**config.mk**
```make
export PLATFORM = sky130hd
export DESIGN_NAME = timer_counter
export DESIGN_NICKNAME = d
export VERILOG_FILES = /design/src/rtl/timer_counter_pkg.sv /design/src/rtl/timer_counter.sv
export SDC_FILE = /design/constraint.sdc
export NUM_CORES = 1
export LEC_CHECK = 0
export BUFFER_PORTS_ARGS = -buffer_cell sky130_fd_sc_hd__buf_4
export CORE_MARGIN = 2
export CORE_UTILIZATION = 46
export CTS_CLUSTER_SIZE = 40
export DETAILED_ROUTE_END_ITERATION = 8
export HOLD_SLACK_MARGIN = 0.08
export MAX_ROUTING_LAYER = met4
export PLACE_DENSITY = 0.7
export SYNTH_ARGS = -nofsm -noshare
export SYNTH_HDL_FRONTEND = slang
export SYNTH_SLANG_ARGS = --single-unit
```
**constraint.sdc**
```tcl
create_clock -name clk -period 3.2 [get_ports clk]
set_input_delay 0.32 -clock clk [delete_from_list [all_inputs] [get_ports clk]]
set_output_delay 0.32 -clock clk [all_outputs]
set_load 0.005 [all_outputs]
```
**src/rtl/timer_counter_pkg.sv**
```systemverilog
// rtl/timer_counter_pkg.sv - Register map, CTRL layout and FSM encoding for timer_counter
package timer_counter_pkg;

    localparam logic [1:0] TC_CTRL   = 2'd0;
    localparam logic [1:0] TC_PRESET = 2'd1;
    localparam logic [1:0] TC_COUNT  = 2'd2;

    localparam int TC_EN      = 0;
    localparam int TC_MODE_LO = 1;
    localparam int TC_MODE_HI = 2;
    localparam int TC_IM      = 3;

    localparam logic [1:0] TC_MODE_ONESHOT = 2'd0;
    localparam logic [1:0] TC_MODE_RELOAD  = 2'd1;

    typedef enum logic [1:0] {
        TC_IDLE = 2'd0,
        TC_LOAD = 2'd1,
        TC_CNT  = 2'd2,
        TC_INT  = 2'd3
    } tc_state_e;

    function automatic logic [31:0] tc_ctrl_rdata(input logic [3:0] ctrl);
        return {28'd0, ctrl};
    endfunction

endpackage

```
**src/rtl/timer_counter.sv**
```systemverilog
// rtl/timer_counter.sv - Memory-mapped down-counting timer with CTRL/PRESET/COUNT and interrupt
module timer_counter
    import timer_counter_pkg::*;
(
    input  logic        clk,
    input  logic        rst_n,
    input  logic [31:0] addr,
    input  logic        we,
    input  logic [31:0] din,
    output logic [31:0] dout,
    output logic        irq
);

    logic [3:0]  ctrl_q, ctrl_d;
    logic [31:0] preset_q, preset_d;
    logic [31:0] count_q, count_d;
    logic        irq_flag_q, irq_flag_d;
    tc_state_e   state_q, state_d;

    logic [1:0]  offset;
    logic        wr_ctrl;
    logic        wr_preset;
    logic        fsm_clr_en;
    logic        addr_unused;

    // The bridge decodes the window base; only the word offset matters here.
    assign offset      = addr[3:2];
    assign addr_unused = ^{addr[31:4], addr[1:0]};
    assign wr_ctrl     = we && (offset == TC_CTRL);
    assign wr_preset   = we && (offset == TC_PRESET);

    always_comb begin
        state_d    = state_q;
        count_d    = count_q;
        irq_flag_d = irq_flag_q;
        fsm_clr_en = 1'b0;
        case (state_q)
            TC_IDLE: begin
                if (ctrl_q[TC_EN]) begin
                    irq_flag_d = 1'b0;
                    state_d    = TC_LOAD;
                end
            end
            TC_LOAD: begin
                count_d = preset_q;
                state_d = TC_CNT;
            end
            TC_CNT: begin
                // Expiry at COUNT<=1 also covers PRESET=0 and keeps COUNT from wrapping.
                if (!ctrl_q[TC_EN]) begin
                    state_d = TC_IDLE;
                end else if (count_q > 32'd1) begin
                    count_d = count_q - 32'd1;
                end else begin
                    count_d    = 32'd0;
                    irq_flag_d = 1'b1;
                    state_d    = TC_INT;
                end
            end
            TC_INT: begin
                state_d = TC_IDLE;
                if (ctrl_q[TC_MODE_HI:TC_MODE_LO] == TC_MODE_RELOAD) begin
                    irq_flag_d = 1'b0;
                end else begin
                    fsm_clr_en = 1'b1;
                end
            end
            default: state_d = TC_IDLE;
        endcase
    end

    always_comb begin
        ctrl_d   = ctrl_q;
        preset_d = preset_q;
        if (fsm_clr_en) begin
            ctrl_d[TC_EN] = 1'b0;
        end
        // A CPU write to CTRL overrides the one-shot EN clear on the same edge.
        if (wr_ctrl) begin
            ctrl_d = din[3:0];
        end
        if (wr_preset) begin
            preset_d = din;
        end
    end

    always_ff @(posedge clk or negedge rst_n) begin
        if (!rst_n) begin
            ctrl_q     <= 4'd0;
            preset_q   <= 32'd0;
            count_q    <= 32'd0;
            irq_flag_q <= 1'b0;
            state_q    <= TC_IDLE;
        end else begin
            ctrl_q     <= ctrl_d;
            preset_q   <= preset_d;
            count_q    <= count_d;
            irq_flag_q <= irq_flag_d;
            state_q    <= state_d;
        end
    end

    always_comb begin
        dout = 32'd0;
        case (offset)
            TC_CTRL:   dout = tc_ctrl_rdata(ctrl_q);
            TC_PRESET: dout = preset_q;
            TC_COUNT:  dout = count_q;
            default:   dout = 32'd0;
        endcase
    end

    assign irq = ctrl_q[TC_IM] & irq_flag_q;

endmodule

```
# --- After elaboration in Yosys (flattened, before gate mapping) ---
# Cells that the tools add are included.
# W data, S select, Z words.
word_totals:
  ff_bits: 71
classes:
  reduce_logical: 10
  mux: 17
  n_lt_le_gt_ge: 1
  n_eq_ne: 11
  bitwise: 1
  addsub: 1
op_table:
  columns: ["op", "n"]
  rows:
  - ["$pmux W32 S3", 1]
  - ["$mux W32", 2]
  - ["$pmux W32 S2", 1]
  - ["$gt A32 B1 Y1 const B", 1]
  - ["$sub A32 B1 Y32 const B", 1]
  - ["$mux W1", 8]
  - ["$ne A2 B2 Y1 const B", 4]
  - ["$pmux W2 S4", 1]
  - ["$eq A2 B1 Y1 const B", 3]
  - ["$eq A2 B2 Y1 const B", 3]
  - ["$mux W2", 3]
  - ["$reduce_and A5 Y1", 1]
  - ["$logic_not A2 Y1", 2]
  - ["$reduce_and A2 Y1", 2]
  - ["$reduce_bool A2 Y1", 2]
  - ["$ne A3 B3 Y1 const B", 1]
  - ["$pmux W1 S3", 1]
  - ["$reduce_bool A3 Y1", 1]
  - ["$logic_and A1 B1 Y1", 2]
  - ["$and A1 B1 Y1", 1]

# --- Longest topological paths before layout ---
logic_depth:
  word_depth: 5
  ltp_mapped: 9

# --- Worst setup path after synthesis ---
# OpenSTA, ideal clock, no wires.
synth_path:
  kind: "register -> register"
  startpoint: "register count_q[0]"
  endpoint: "register count_q[20]"
  setup_time_ns: 0.069
  synth_period_minus_slack_ns: 2.184
  path_stages_with_launch: 8
  arrival_ns: 2.115
  path_slack_ns: 1.016
  path_cell_list: "dfrtp_1 inv_1 ha_1 nor3b_2 nand4_2 or4_1 or4_1 nand3_1"
synth_between:
  elab_chain_cells: 4
  word_cells_on_any_way: 5
synth_rtl:
  columns: ["item", "line_no", "text"]
  rows:
  - ["from (decl)", "timer_counter.sv:16", "logic [31:0] count_q, count_d;"]
  - ["from (signal assigned)", "timer_counter.sv:97", "count_q <= count_d;"]
  - ["$sub A32 B1 Y32 / $gt A32 B1 Y1 (equally long branches)", "timer_counter.sv:53, timer_counter.sv:52", null]
  - ["$mux W32 (*)", "timer_counter.sv:52", "end else if (count_q > 32'd1) begin"]
  - ["$mux W32 (*)", "timer_counter.sv:50", "if (!ctrl_q[TC_EN]) begin"]
  - ["$pmux W32 S2 (*)", "timer_counter.sv:37", "case (state_q)"]
# Every way passes the cells marked *; elsewhere a longest branch is shown, timed or not. The select of a mux whose other input is x is not followed.
# A chain may end at the register's enable or synchronous reset.

# --- Worst setup path in the final report ---
layout_path:
  startpoint: "register count_q[25]"
  endpoint: "register count_q[19]"
layout_between:
  elab_chain_cells: 4
layout_rtl:
  columns: ["item", "line_no"]
  rows:
  - ["$gt A32 B1 Y1", "timer_counter.sv:52"]
  - ["$mux W32", "timer_counter.sv:52"]
  - ["$mux W32", "timer_counter.sv:50"]
  - ["$pmux W32 S2", "timer_counter.sv:37"]
# No other way between the ends. The select of a mux whose other input is x is not followed.

==> results.ini <==
[outcome]
status=finished clean

[logic_synthesis]
synthFlopType=dfrtp_1
synthTopCellsByArea=dfrtp_1 (42%), mux2_2 (9.3%), a22o_1 (7.0%)
synth_top_family_by_area=compound AO/OA/AOI/OAI gates
synth_area_sq_um=4240
synth-edff-count=0
async_reset_ff_frac=1.00
synth_mux_area_frac=0.102
avgSynthCellArea_sq_um=10.2
synth_compound_area_frac=0.222
yosysSeqAreaShare=0.419
yosys_register_bits=71
yosysWarnings=0
yosys.area_share.simple=0.183
synth_top_area_frac=0.419
synth_nets=487
synth_top_area_cell=dfrtp_1
synth_cell_types=62
synth_xor_area_frac=0
synth_fa_ha_area_frac=0.00590
postSynthCellCount=418

[cts]
clock_sinks=71
cts_resized=0
postCtsSetupBuffers=0
clk-insertion-delay-late_ps=350
cts_tree=yes
htree_levels=3
cts_made_buffers=9
root_buffer=clkbuf_8
cts.clk_slew.worst_paths_ps=80
postCtsHoldBufs=0
clock_path_buffers=2

[timing]
rsz0062_at_grt=no
fin_crit_ps=2720
finalSetupTns_ps=0
fin_crit_sh=0.851
slew_headroom=0.379
fmax_mhz=367
worst_slew_pin_slew_ps=931
finalMaxSlewViolations=0
skew_ps=6.00
finalHoldViolations=0
setup_viol_count_final=0

[critical_path]
cp-startpoint=count_q[25]
crit_end=count_q[19]
reg2reg_from=count_q[25]
startpoint_type=flip-flop
worstPathArrival_ps=2970
cp_max_fo=14
worst_ep_required_time_ps=3440
reg2reg_slack_ps=480
reg2regPathDepth=6
rr_endpoint=count_q[19]
crit_type=flip-flop to flip-flop
endpoint_kind=flip-flop

[route]
viasPerCell=6.29
ant_nets=0
routed_wl_um=11000
drt-initial-drc-count=287
wl_per_cell_um=18.7
drc=0
vias=3707
drt-pass1-iter-count=4

[placement]
dp.final_hpwl_um=7440
place_inst=573
port_buffers=69
gp_congestion=0.886

[global_routing]
grt_pass1_wl_um=18200
busiest_layer=met2
grt_start_max_net_pins=72
grt_pass1_vias=3709
grt_overflow=0
met1_usage=0.325
antenna_found_initial=0
use_met3=0.0418
grtUsageMet2=0.351
grt_use_total=0.235

[floorplan]
die_h_um=100
coreArea_sq_um=9110
die_w_um=100
die-area_sq_um=10000
num_rows=35
start_util=0.466
num_io_pins=100

[layout]
drive_gt1_frac=0.316
multiInputGateArea_sq_um=2180
layout.cells.most_common=buf_4
diodes=0
area_growth_pct=17.2
num-fill-cells=842
final_cell_mix=buf_4 (84), dfrtp_1 (71), nand2_1 (37), mux2_2 (35), a22o_1 (34)
register_area_sq_um=1780
fin_cells=589
fin_nets=542

[power_and_ir_drop]
p_int_w=0.00232
p_switching_w=0.00157
power.density_nw_per_um2=782
seqPwrFrac=0.409
p_leak_nw=2.13
clkPwrFrac=0.196
vdd_ir_drop_max_mv=0.451
switching_share=0.403
p_comb_frac=0.395

[flow_run]
max_cap_viol_count=0

[hold_path]
hold_class=input port to async pin

-- routing by layer --
layer | vias to the layer above | part of all wire
met3 | 18 | 0.057
met4 | 0 | 0.013
met1 | 1823 | 0.46
li1 | 1740 | -
met5 | - | 0
met2 | 126 | 0.47
-- state kept, by name, summed over array words and instances, names as in the netlist --
name        cells
state_q         2
irq_flag_q      1
ctrl_q          4
count_q        32
preset_q       32
-- metrics by stage --
stage	cell area [sq um]	setup WS, ps	utilization	total power [W]	hold WS (ps)
2_1_floorplan	4240	1020	-	0.00266	24.4
5_1_grt	4970	329	0.546	0.00416	173
4_1_cts	4970	535	0.546	0.00389	146
6_report	4970	478	0.546	0.00389	71.1
3_3_place_gp	4760	609	0.523	0.00305	516
3_5_place_dp	4760	563	0.523	0.00311	519
-- power groups by stage --
stage          sequential [W]  clock (W)  combinational [W]
6_report              0.00159   0.000763            0.00154
3_3_place_gp          0.00158          0            0.00147
4_1_cts               0.00158   0.000779            0.00153
3_5_place_dp          0.00159          0            0.00152
2_1_floorplan         0.00142          0            0.00123
5_1_grt               0.00164   0.000821            0.00169
-- cell usage after synthesis, types with 3 or more instances --
| cell | number |
|---|---|
| dfrtp_1 | 71 |
| nand2_1 | 37 |
| mux2_2 | 35 |
| a22o_1 | 34 |
| clkbuf_1 | 22 |
| o31ai_1 | 17 |
| nor2_1 | 14 |
| nor3_1 | 13 |
| or4_1 | 11 |
| a21oi_1 | 10 |
| nand4_1 | 10 |
| inv_1 | 9 |
| nand3_1 | 9 |
| nor4_1 | 8 |
| o21ai_0 | 8 |
| a22oi_1 | 7 |
| clkbuf_8 | 6 |
| or3_1 | 6 |
| a31oi_1 | 5 |
| a32oi_1 | 5 |
| buf_1 | 5 |
| nor2b_1 | 5 |
| o221ai_1 | 5 |
| o41ai_1 | 5 |
| mux2i_1 | 4 |
| o211ai_1 | 4 |
| and3_1 | 3 |
| buf_6 | 3 |
| o2111ai_1 | 3 |
| o22ai_1 | 3 |
-- cell families (layout without fill, tap and decap cells) --
group,Yosys count,after routing
and+or+nand+nor,135,135
DFF,71,71
adders and majority gates,2,2
AOI/OAI and AO/OA,122,122
muxes,39,39
buffers and inverters,49,109
-- final cells by class --
class	count	share of cell area
Multi-Input combinational cell	298	0.439
Sequential cell	71	0.357
Timing Repair Buffer	84	0.127
Clock buffer	13	0.0340
Tap cell	111	0.0279
Clock inverter	3	0.00805
Inverter	9	0.00679
-- how the worst min path moves through the flow --
| stage | depth (start not counted) | slack, ps | endpoint | start |
|---|---|---|---|---|
| floorplan | 0 | 20 | count_q[0] | rst_n |
| global placement | 1 | 520 | preset_q[8] | rst_n |
| detailed placement | 1 | 520 | preset_q[7] | rst_n |
| CTS | 1 | 150 | preset_q[9] | rst_n |
| global route | 1 | 170 | preset_q[7] | rst_n |
| finish | 1 | 70 | preset_q[7] | rst_n |
-- critical path, stage by stage (launching register included) --
cell and delay, ps:
dfrtp_1 440, or3_1 470, nor4_1 440, and4_1 550
buf_4 290, o31ai_1 100, a221o_1 310
Note: power is estimated with default switching activity, not from simulation.
